==> src/rtl/sprite_motion_ctrl.sv <==
// Frame-synchronous position controller for the square overlay: button sync/debounce,
// frame-end edge detection, and a per-frame move FSM with acceleration and edge clamping.
module sprite_motion_ctrl #(
  parameter int DEBOUNCE_CYCLES = 1_000_000,
  parameter int SCREEN_W        = 640,
  parameter int SCREEN_H        = 480,
  parameter int SPRITE_SIZE     = 75,
  parameter int INIT_X          = 240,
  parameter int INIT_Y          = 200,
  parameter int MAX_SPEED       = 4,
  parameter int ACCEL_FRAMES    = 16
) (
  input  logic       clk,
  input  logic       reset,
  input  logic       BTNU,
  input  logic       BTND,
  input  logic       BTNL,
  input  logic       BTNR,
  input  logic       screenEnd,
  output logic [9:0] sq_x,
  output logic [8:0] sq_y,
  output logic [2:0] speed,
  output logic       moving,
  output logic       frame_tick
);

  localparam int DB_W   = $clog2(DEBOUNCE_CYCLES + 1);
  localparam int HOLD_W = (ACCEL_FRAMES > 2) ? $clog2(ACCEL_FRAMES) : 1;
  localparam logic [DB_W-1:0]   DB_LAST   = DB_W'(DEBOUNCE_CYCLES - 1);
  localparam logic [HOLD_W-1:0] HOLD_LAST = HOLD_W'(ACCEL_FRAMES - 1);
  localparam logic [2:0]        MAX_SP    = 3'(MAX_SPEED);
  localparam logic signed [10:0] X_MAX_S  = 11'(SCREEN_W - SPRITE_SIZE);
  localparam logic signed [10:0] Y_MAX_S  = 11'(SCREEN_H - SPRITE_SIZE);

  typedef enum logic [1:0] {DIR_L, DIR_R, DIR_U, DIR_D} dir_t;
  typedef enum logic {IDLE, MOVE} state_t;

  // Button bit order: 3=down, 2=up, 1=right, 0=left
  logic [3:0]            btn_meta_r, btn_sync_r, btn_db_r;
  logic [3:0][DB_W-1:0]  db_cnt_r;
  logic                  se_meta_r, se_sync_r, se_prev_r;

  state_t                state_r, state_n;
  dir_t                  dir_r, dir_n, dir_req_s;
  logic [HOLD_W-1:0]     hold_r, hold_n, hold_inc_s;
  logic [2:0]            speed_n;
  logic                  any_btn_s, do_step_s;
  logic signed [10:0]    x_calc_s, y_calc_s, delta_s, x_cl_s, y_cl_s;
  logic [9:0]            x_n;
  logic [8:0]            y_n;

  function automatic logic signed [10:0] clamp(input logic signed [10:0] v,
                                               input logic signed [10:0] hi);
    logic signed [10:0] r;
    if (v < 11'sd0) r = 11'sd0;
    else if (v > hi) r = hi;
    else r = v;
    return r;
  endfunction

  always_ff @(posedge clk) begin
    if (reset) begin
      btn_meta_r <= 4'b0000;
      btn_sync_r <= 4'b0000;
      se_meta_r  <= 1'b0;
      se_sync_r  <= 1'b0;
      se_prev_r  <= 1'b0;
      frame_tick <= 1'b0;
    end else begin
      btn_meta_r <= {BTND, BTNU, BTNR, BTNL};
      btn_sync_r <= btn_meta_r;
      se_meta_r  <= screenEnd;
      se_sync_r  <= se_meta_r;
      se_prev_r  <= se_sync_r;
      frame_tick <= se_sync_r & ~se_prev_r;
    end
  end

  // A button's debounced level flips only after DEBOUNCE_CYCLES consecutive differing samples
  always_ff @(posedge clk) begin
    if (reset) begin
      btn_db_r <= 4'b0000;
      db_cnt_r <= '0;
    end else begin
      for (int i = 0; i < 4; i++) begin
        if (btn_sync_r[i] == btn_db_r[i]) begin
          db_cnt_r[i] <= '0;
        end else if (db_cnt_r[i] == DB_LAST) begin
          btn_db_r[i] <= ~btn_db_r[i];
          db_cnt_r[i] <= '0;
        end else begin
          db_cnt_r[i] <= db_cnt_r[i] + 1'b1;
        end
      end
    end
  end

  always_comb begin
    any_btn_s = |btn_db_r;
    if (btn_db_r[3])      dir_req_s = DIR_D;
    else if (btn_db_r[2]) dir_req_s = DIR_U;
    else if (btn_db_r[1]) dir_req_s = DIR_R;
    else                  dir_req_s = DIR_L;
  end

  always_comb begin
    state_n    = state_r;
    dir_n      = dir_r;
    speed_n    = speed;
    hold_n     = hold_r;
    do_step_s  = 1'b0;
    hold_inc_s = hold_r + 1'b1;
    if (frame_tick) begin
      case (state_r)
        IDLE: begin
          speed_n = 3'd1;
          hold_n  = '0;
          if (any_btn_s) begin
            state_n   = MOVE;
            dir_n     = dir_req_s;
            do_step_s = 1'b1;
          end else begin
            state_n = IDLE;
          end
        end
        MOVE: begin
          if (!any_btn_s) begin
            state_n = IDLE;
            speed_n = 3'd1;
            hold_n  = '0;
          end else if (dir_req_s != dir_r) begin
            dir_n     = dir_req_s;
            speed_n   = 3'd1;
            hold_n    = '0;
            do_step_s = 1'b1;
          end else begin
            do_step_s = 1'b1;
            // The step on the accelerating frame already uses the raised speed
            if (hold_inc_s == HOLD_LAST) begin
              hold_n  = '0;
              speed_n = (speed < MAX_SP) ? speed + 3'd1 : speed;
            end else begin
              hold_n = hold_inc_s;
            end
          end
        end
        default: begin
          state_n = IDLE;
          speed_n = 3'd1;
          hold_n  = '0;
        end
      endcase
    end else begin
      state_n = state_r;
    end
  end

  always_comb begin
    x_calc_s = {1'b0, sq_x};
    y_calc_s = {2'b00, sq_y};
    delta_s  = {8'b0, speed_n};
    if (do_step_s) begin
      case (dir_n)
        DIR_D:   y_calc_s = y_calc_s + delta_s;
        DIR_U:   y_calc_s = y_calc_s - delta_s;
        DIR_R:   x_calc_s = x_calc_s + delta_s;
        DIR_L:   x_calc_s = x_calc_s - delta_s;
        default: x_calc_s = x_calc_s;
      endcase
    end else begin
      x_calc_s = x_calc_s;
    end
    x_cl_s = clamp(x_calc_s, X_MAX_S);
    y_cl_s = clamp(y_calc_s, Y_MAX_S);
    x_n    = x_cl_s[9:0];
    y_n    = y_cl_s[8:0];
  end

  always_ff @(posedge clk) begin
    if (reset) begin
      state_r <= IDLE;
      dir_r   <= DIR_L;
      hold_r  <= '0;
      sq_x    <= 10'(INIT_X);
      sq_y    <= 9'(INIT_Y);
      speed   <= 3'd1;
      moving  <= 1'b0;
    end else begin
      state_r <= state_n;
      dir_r   <= dir_n;
      hold_r  <= hold_n;
      sq_x    <= x_n;
      sq_y    <= y_n;
      speed   <= speed_n;
      moving  <= (state_n == MOVE);
    end
  end

endmodule

==> config.mk <==
export PLATFORM = sky130hd
export DESIGN_NAME = sprite_motion_ctrl
export DESIGN_NICKNAME = d
export VERILOG_FILES = /design/src/rtl/sprite_motion_ctrl.sv
export SDC_FILE = /design/constraint.sdc
export NUM_CORES = 1
export LEC_CHECK = 0
export ABC_AREA = 1
export CAP_MARGIN = 20
export CORE_ASPECT_RATIO = 1.25
export CORE_UTILIZATION = 30
export DETAILED_ROUTE_END_ITERATION = 10
export HOLD_SLACK_MARGIN = 0.12
export MAX_ROUTING_LAYER = met4
export PLACE_DENSITY = 0.45
export SETUP_SLACK_MARGIN = 0.4
export SLEW_MARGIN = 25
export SYNTH_ARGS = -nofsm -noshare
export SYNTH_HDL_FRONTEND = slang
export SYNTH_SLANG_ARGS = --single-unit
==> constraint.sdc <==
create_clock -name clk -period 9.67 [get_ports clk]
set_input_delay 1.934 -clock clk [delete_from_list [all_inputs] [get_ports clk]]
set_output_delay 1.934 -clock clk [all_outputs]
set_load 0.01 [all_outputs]
[Word level (Yosys, flattened, before mapping)]
Cells that the tools add are included.
W data, S select, Z words.
Storage, ports and cells
  bits in registers: 125
  output and inout port bits: 24
  logic and storage cells: 105
  input port bits: 7
  bits in latches: 0
  memories: 0
  bits in read-only memories: 0
  bits in writable memories: 0
Cells by class
  multipliers: 0
  multiplexer cells: 28
  reductions and logical operators: 14
  bitwise logic cells: 11
  shift operators: 0
  divide/modulo/power cells: 0
  add/sub/neg operators: 10
  magnitude comparators: 5
  eq/ne operators: 13
Operators by type and width (count)
  $add A20 B1 Y20 const B: 4
  $eq A20 B20 Y1 const B: 4
  $pmux W11 S2: 2
  $lt A11 B1 Y1 const B: 2
  $mux W11: 2
  $reduce_or A3 Y1: 6
  $mux W8: 2
  $mux W3: 5
  $mux W2: 6
  $mux W4: 3
  $add A10 B3 Y11: 1
  $gt A11 B10 Y1 const B: 1
  $gt A11 B11 Y1 const B: 1
  $sub A10 B3 Y11: 1
  $add A9 B3 Y10: 1
  $mux W10: 1
  $not A1 Y1: 10
  $sub A9 B3 Y10: 1
  $mux W9: 1
  $pmux W4 S2: 1
  $reduce_and A2 Y1: 4
  $pmux W3 S2: 1
  $add A4 B1 Y4 const B: 1
  $eq A1 B1 Y1: 4
  other kinds (12): 16

[Logic depth before layout (Yosys ltp)]
Gate-level depths: netlist (run 1).
  depth in word-level cells: 14
  mapped depth: 29
  mapped depth without buffers: 29

[Least setup slack after synthesis (run 1)]
OpenSTA, ideal clock, no wires.
  kind: register to register
  from: register btn_db_r[3]
  to: register sq_x[6]
  setup slack: 6.076 ns
  setup time: 0.125 ns
  period minus slack after synthesis: 3.594 ns
  stages on the path, launching flop included: 25
  buffers on the path: 0
  required time: 9.545 ns
  arrival: 3.469 ns
  path through: dfxtp_1 nor2_4 xor2_1 inv_1 nor2_1 nand3_1 nand2_1 o21ai_0 a21o_1 ha_1 o21ai_0 inv_1 fa_1 o21ai_0 nand3_1 nand2_1 nand3_1 nand2_1 nand2_1 nand3_1 nand3_2 nand2_1 inv_1 nand3_1 nand2_1
On the way
  cells in the longest elaborated chain, start to end: 12
  elaborated cells on any way between the ends: 24
  those cells by class: 2 x add/sub; 2 x order compare; 2 x eq/ne; 16 x mux; 2 x reduce/logical
RTL lines
  from (decl): RTL line 39  | logic [3:0] btn_meta_r, btn_sync_r, btn_db_r;
  from (signal, indexed assignment): RTL line 89  | btn_db_r[i] <= ~btn_db_r[i];
  $mux W2: RTL line 100  | if (btn_db_r[3]) dir_req_s = DIR_D;
  $ne A2 B2 Y1: RTL line 131  | end else if (dir_req_s != dir_r) begin
  $mux W3 or $mux W2 (tied branches): RTL line 131
  $mux W3 or $mux W2 (tied branches): RTL line 127  | if (!any_btn_s) begin
  $pmux W3 S2 or $pmux W2 S2 (tied branches): RTL line 114  | case (state_r)
  $mux W3 or $mux W2 (tied branches): RTL line 113  | if (frame_tick) begin
  $sub A10 B3 Y11 (tied with other cells): RTL line 167  | DIR_L: x_calc_s = x_calc_s - delta_s;
  $pmux W11 S2: RTL line 163  | case (dir_n)
  $mux W11 *: RTL line 162  | if (do_step_s) begin
  $gt A11 B11 Y1: RTL line 56  | else if (v > hi) r = hi;
  $mux W10: RTL line 56
  $mux W8 *: RTL line 55  | if (v < 11'sd0) r = 11'sd0;
  to (signal assigned): RTL line 184  | sq_x <= 10'(INIT_X);
  to (signal assigned): RTL line 192  | sq_x <= x_n;
  to (decl): RTL line 20  | output logic [9:0] sq_x,
Mark *: on every way between the ends. The rest lies on a longest branch, timed or not.
A chain may end at the register's enable or synchronous reset.

[Final worst setup path (run 1)]
Same ends and word-level chain as after synthesis.

==> key figures, run 1 <==
Run status
  – Status: finished, final reports clean

Synth
  – Syn Area/Cell: 7.142 µm²
  – Post-synth cell types: 45
  – Sequential element share of the synthesized area: 37.59%
  – Synthesized-area fraction occupied by ao, oa, aoi and oai cells: 9.286%
  – Synth Area in Simple Gates: between 30% and 40%
  – Most frequent cell after synthesis: nand2_1
  – Synth Area in XOR/XNOR: 4.211%
  – Largest family of logic cells by synthesized area: simple AND/OR/NAND/NOR gates
  – Yosys reg bits: 125
  – Syn_nets: 970
  – Most instantiated cells after synthesis: 170 x nand2_1, 140 x inv_1, 125 x dfxtp_1
  – Mux cell area share after synthesis: 0%
  – Synthesized area: 6656 µm²
  – Cell taking the most area after synthesis: dfxtp_1
  – FFs w/ async S/R, synth: 0%
  – Ys flop type: dfxtp_1
  – Total number of yosys warnings: 0
  – Mapped Cells: 932
  – Yosys top cell area share: 37.59%
  – Area contributors post-synth: dfxtp_1 38%, nand2_1 9.6%, inv_1 7.9%
  – Post-Synth Adder-Cell Area: 6.165%
  – EDFF count, synth: 0

Global route
  – First-pass GRT wire length: 25.88 mm
  – Met1 usage: 16.93%
  – Vias in the first global route: 5617
  – Busiest grt layer: met2
  – Congestion Overflow GR: 0
  – Initial antenna violation count: 0
  – All-Layer GR Usage: 14.52%
  – M2 GR Usage: 24.86%
  – M3 GR Usage: 3.384%
  – Largest net degree at the start of global routing: 28

Clock network
  – Clock transition at the registers of the reported paths: ~0.060 ns
  – CTS root buf: clkbuf_16
  – CTS tree: built
  – H-tree levels: 4
  – Post-CTS Setup Bufs: 0
  – Post-CTS sizing: 0
  – CTS Buf Count: 17
  – Clock Path Buffers: 2
  – Cts hold-fix bufs: 0
  – Clk_lat worst skew: slightly above 0.4 ns
  – CTS sink cnt: 125

Floorplan
  – Initial Utilization: 30.79%
  – Cell Rows: 60
  – Core Footprint: 21620 µm²
  – Chip height: 168.5 µm
  – Die span in x: between 100 and 150 µm
  – I/O pins: 31
  – Die ar.: 22790 µm²

Timing
  – Setup repair after global routing missed its margin: false
  – Fin. Hold Viols: 0
  – Max-Slew Margin vs Limit: 48.86%
  – Final cycle utilization of the critical path: 42.66%
  – Fin. max-slew vios: 0
  – Minimum clock period: around 4.1 ns
  – Sum Neg Setup Slack: 0 ns
  – # setup viols final: 0
  – Slew @ Worst Pin: around 0.76 ns
  – Achievable clock frequency: 0.2424 GHz
  – Clk_skew: between 0.008 and 0.009 ns

Placed design
  – DP HPWL: about 11 mm
  – Placed cell area: 7254 µm²
  – Port Buffers: 30
  – Gpl congestion: 0.7959

Detailed routing
  – Final ANT Viol Nets: 0
  – DR DRC count: 0
  – Total number of vias: 5782
  – Iter 0 DRT Violations: 230
  – WL final: 14.95 mm
  – DR WL/cell: 11.84 µm
  – Drt via density: 4.578
  – First-pass DRT Iterations: 7

Run
  – Max cap viols: 0

Cells and area
  – # diodes: 0
  – Layout Nets: just over 1000
  – Area added between synthesis and finish: 18.89%
  – Design area: 7914 µm²
  – Share of layout cells above drive strength 1: roughly 7.8%

Min path
  – Hold Path Depth: 1
  – Hold Path Class: reg2reg
  – Worst hold endpoint: frame_tick
  – Hold Startpoint: se_prev_r

Setup path
  – CP Max Fanout: 7
  – Setup Crit Path Kind: reg2reg
  – Critical Path Source: btn_db_r[3]
  – Req. time, crit path: slightly below 10 ns
  – R2r endpoint: sq_x[6]
  – Crit Reg-Reg Startpoint: btn_db_r[3]
  – Crit path DAT: 4.41 ns
  – Reg2reg setup slack: about 5.5 ns
  – Crit end category: register
  – Worst R2R Path Depth: 24
  – Setup crit start kind: register

Power and ir drop
  – Pleak: between 3 and 4 nW
  – Pwr dens: 159.2 nW/µm²
  – Worst vdd ir: 121.7 µV
[state kept, by name (all words and copies together) (netlist names)]
register and count:
db_cnt_r 80, sq_x 10, sq_y 9, btn_db_r 4, btn_meta_r 4, btn_sync_r 4, hold_r 4, speed 3
dir_r 2, frame_tick 1, se_meta_r 1, se_prev_r 1, se_sync_r 1, state_r 1
[cells in the final DEF (no fill, tap or decap), types with 7 or more instances in the layout]
master	n
nand3_1	64
o21ai_0	28
xnor2_1	15
nor2_1	112
a21oi_1	63
clkdlybuf4s50_1	30
nand2_1	170
nor4_1	15
nand2_2	7
nor3b_1	13
dfxtp_1	125
clkbuf_16	17
nand4_1	24
xor2_1	17
ha_1	28
inv_1	140
or2_2	11
nor3_1	34
[worst max-delay path by stage]
| stage | slack [ns] | depth (start not counted) | end |
|---|---|---|---|
| 2_1_floorplan | 6.08 | 24 | sq_x[6] |
| 4_1_cts | 5.48 | 24 | sq_x[6] |
| 5_1_grt | 4.97 | 24 | sq_x[6] |
| 3_3_place_gp | 5.37 | 9 | db_cnt_r[79] |
| 6_report | 5.54 | 24 | sq_x[6] |
| 3_5_place_dp | 5.35 | 9 | db_cnt_r[49] |
[power by group]
group	internal, W	switching, W	leakage (nW)
registers	0.000519	0.00000364	1.01
clock network	0.000478	0.000228	0.320
logic	0.0000125	0.0000189	1.83
[layout make-up]
class                      instances  area [µm²]
clock buffer                      22       474.2
sequential                       125        2502
timing repair buffer              31       307.8
fill                            2319       13710
clock inverter                    10       185.2
tap                              279       349.1
inverter                         145       555.5
multi-input combinational        651        3540
[through the flow]
| step | setup WS, ns | total power [W] | std cells | utilization (%) | hold WS [ns] |
|---|---|---|---|---|---|
| global placement | 5.368 | 0.0005659 | 1231 | 33.55 | 0.3769 |
| global route | 4.970 | 0.001308 | 1263 | 36.60 | 0.4117 |
| floorplan | 6.076 | 0.0005544 | 932 | - | 0.3728 |
| detailed placement | 5.346 | 0.0005661 | 1231 | 33.55 | 0.3852 |
| finish | 5.545 | 0.001260 | 1263 | 36.60 | 0.3900 |
| CTS | 5.485 | 0.001281 | 1263 | 36.60 | 0.3962 |
[worst max-delay path, cell delays in order, from the launching register on]
cell and delay [ns]:
dfxtp_1 0.35, nor2_4 0.27, xor2_1 0.17, inv_1 0.05, nor2_1 0.09, nand3_1 0.13, nand2_1 0.11, o21ai_0 0.09
a21o_1 0.26, ha_1 0.31, o21ai_0 0.25, inv_1 0.10, fa_1 0.42, o21ai_0 0.33, nand3_1 0.11, nand2_1 0.11
nand3_1 0.10, nand2_1 0.10, nand2_1 0.07, nand3_1 0.08, nand3_2 0.11, nand2_1 0.15, inv_1 0.10, nand3_1 0.10
nand2_1 0.05
[metal layers]
layer / routed length [µm] / vias to the layer above
li1: - / 3116
met1: 6939 / 2601
met2: 7496 / 51
met3: 350 / 14
met4: 168 / 0
met5: 0 / -
[kinds of logic after synthesis]
| group | count (synthesis) |
|---|---|
| compound gates | 113 |
| buf+inv | 156 |
| flops | 125 |
| simple gates | 475 |
| xor+xnor | 32 |
| fa+ha+maj | 31 |
Note: power is estimated with default switching activity, not from simulation.
==> run 2: changes to the inputs <==
Clock period 9.67 ns to 4 ns, I/O delays scaled along.
==> run 2 against run 1 <==
  * Hold slack barely moved
  * Critical path depth rose by 2
  * Count of clock-buffer cells in the layout fell by 5
  * Combinational power rose to 2.8 times the previous value
  * Worst setup slack got worse by 5.1 ns
  * Non-clock buffer count rose by 14
  * Flip-flop and latch count did not move
  * Die area did not move
  * Power rose by 140%
  * Global-route usage rose by 0.23 points
  * Via count rose by 1.6%
  * Critical path type unchanged
  * Largest cell class unchanged
  * Highest routed layer unchanged
==> key figures, run 2 (same netlist as run 1, synthesis figures left out) <==
Run status
  – Status: finished, final reports clean

Floorplan
  – Core Footprint: 21620 µm² (unchanged)
  – Die ar.: 22790 µm² (unchanged)
  – Chip height: 168.5 µm (unchanged)
  – Die span in x: 135.2 µm (unchanged)
  – Initial Utilization: 30.79% (unchanged)
  – I/O pins: 31 (unchanged)
  – Cell Rows: 60 (unchanged)

Clock network
  – H-tree levels: 4 (unchanged)
  – CTS Buf Count: 17 (unchanged)
  – Clock Path Buffers: 2 (unchanged)
  – Clk_lat worst skew: 0.43 ns (+0.02 ns)
  – Clock transition at the registers of the reported paths: 0.06 ns (about the same)
  – CTS sink cnt: 125 (unchanged)
  – Cts hold-fix bufs: 0 (unchanged)
  – CTS root buf: clkbuf_16
  – CTS tree: built

Setup path
  – Crit path DAT: 3.89 ns (-0.52 ns)
  – CP Max Fanout: 5 (-2)
  – Req. time, crit path: 4.37 ns (-5.58 ns)
  – Crit end category: register
  – Setup Crit Path Kind: reg2reg
  – Worst R2R Path Depth: 26 (+8.3%)
  – Reg2reg setup slack: 0.48 ns (-5.07 ns)
  – Setup crit start kind: register

Timing
  – # setup viols final: 0 (unchanged)
  – Achievable clock frequency: 0.2838 GHz (+17%)
  – Final cycle utilization of the critical path: 88.10% (+45 points)
  – Sum Neg Setup Slack: 0 ns (unchanged)
  – Clk_skew: 0.007852 ns (-0.001129 ns)
  – Fin. max-slew vios: 0 (unchanged)
  – Setup repair after global routing missed its margin: true
  – Minimum clock period: 3.524 ns (-0.6011 ns)
  – Slew @ Worst Pin: 0.7807 ns (+0.01572 ns)
  – Max-Slew Margin vs Limit: 47.81% (-1.1 points)
  – Fin. Hold Viols: 0 (unchanged)

Cells and area
  – Area added between synthesis and finish: 25.64%
  – # fillers: 2266 (-2.3%)
  – Final cell count without fillers: 1277 (+1.1%)
  – Share of layout cells above drive strength 1: 15.43% (+7.6 points)
  – Commonest non-fill, non-tap cell in the layout: nand2_1
  – Biggest register: db_cnt_r
  – Area taken by multi-input logic gates: 3870 µm² (+9.3%)
  – Layout Nets: 1023 (+1.4%)
  – # diodes: 0 (unchanged)
  – Max reg flops: 80 (unchanged)
  – Largest registers: db_cnt_r x80, sq_x x10, sq_y x9
  – Seq. cell area: 2515 µm² (+0.50%)
  – Most frequent cells in the layout: 158 x nand2_1, 135 x inv_1, 121 x dfxtp_1

Global route
  – Busiest grt layer: met2
  – Largest net degree at the start of global routing: 27 (-3.6%)
  – All-Layer GR Usage: 14.75% (+0.23 points)
  – M3 GR Usage: 3.294% (-0.090 points)
  – Congestion Overflow GR: 0 (unchanged)
  – Vias in the first global route: 5607 (-0.18%)
  – Met1 usage: 16.94% (about the same)
  – M2 GR Usage: 25.06% (+0.20 points)
  – First-pass GRT wire length: 25.96 mm (+0.34%)
  – Initial antenna violation count: 0 (unchanged)

Min path
  – Hold Path Depth: 1 (unchanged)
  – Hold Path Class: reg2reg

Detailed routing
  – First-pass DRT Iterations: 5 (-2)
  – Final ANT Viol Nets: 0 (unchanged)
  – WL final: 15.47 mm (+3.4%)
  – Iter 0 DRT Violations: 263 (+14%)
  – DR WL/cell: 12.11 µm (+2.3%)
  – DR DRC count: 0 (unchanged)
  – Total number of vias: 5877 (+1.6%)
  – Drt via density: 4.602 (+0.53%)

Placed design
  – Placed Cells: 1235 (+0.32%)
  – DP HPWL: 11.45 mm (+0.88%)
  – Port Buffers: 30 (unchanged)
  – Gpl congestion: 0.8020 (+0.77%)

Power and ir drop
  – Pleak: 3.273 nW (+3.5%)
  – Total Power: 0.003072 W (+140%)
  – Worst vdd ir: 365.2 µV (+200%)
  – Pwr dens: 367.4 nW/µm² (+130%)

Run
  – Max cap viols: 0 (unchanged)
==> run 2: layout make-up <==
class / count / share of cell area [%]
Multi-Input combinational cell: 651 / 46.27
Sequential cell: 125 / 30.07
Inverter: 145 / 6.643
Clock buffer: 17 / 5.087
Timing Repair Buffer: 45 / 4.937
Tap cell: 279 / 4.174
Clock inverter: 15 / 2.813
==> run 2: repair_timing <==
action	in CTS	in global routing
endpoints found under the setup margin	17	19
gates resized for setup	14	75
hold endpoints to repair	0	0
buffers inserted	2	8
pin swaps	3	29
==> run 2: metrics by stage <==
step / hold WS (ns) / worst slack (ns) / util [%] / cell area [µm²]
after global placement: 0.3854 / 0.1615 / 33.69 / 7284
final: 0.3902 / 0.4759 / 38.68 / 8363
after CTS: 0.3920 / 0.4019 / 36.99 / 7998
after floorplan: 0.3728 / 0.4055 / - / 6656
after detailed placement: 0.3836 / 0.08166 / 33.69 / 7284
after global routing: 0.4132 / 0.2116 / 38.68 / 8363
==> run 2: final timing paths <==
check                  from         end
setup / recovery  hold_r[1]     sq_x[8]
hold / removal    se_prev_r  frame_tick
setup reg to reg  hold_r[1]     sq_x[8]
hold reg to reg   se_prev_r  frame_tick
==> run 2: where the power goes <==
| group | switching [W] | internal, W | leakage (nW) |
|---|---|---|---|
| clock network | 0.000608 | 0.00112 | 0.320 |
| registers | 0.00000849 | 0.00125 | 1.01 |
| logic | 0.0000514 | 0.0000355 | 1.94 |
==> run 2: metal layers <==
metal / vias to the layer above / part of all wire, %
li1: 3151 / -
met1: 2637 / 47
met2: 61 / 49
met3: 28 / 2.5
met4: 0 / 1.8
met5: - / 0
==> run 2: worst max-delay path: stages (launching register included) <==
cell and delay (ns):
dfxtp_4 0.37, ha_4 0.16, xnor2_2 0.13, inv_2 0.08, nand3_4 0.09, nor2_4 0.12, nand2_2 0.07, xor2_1 0.14
inv_1 0.09, nor2_4 0.18, ha_4 0.22, o21ai_2 0.14, inv_2 0.06, fa_2 0.40, o21ai_2 0.17, nand3_1 0.10
nand2_2 0.11, nand3_2 0.10, nand2_2 0.08, nand2_1 0.05, nand2_1 0.05, nand2_1 0.05, nand2_2 0.07, nand3b_1 0.12
nand2_2 0.14, nand2_2 0.09, nor2_2 0.10
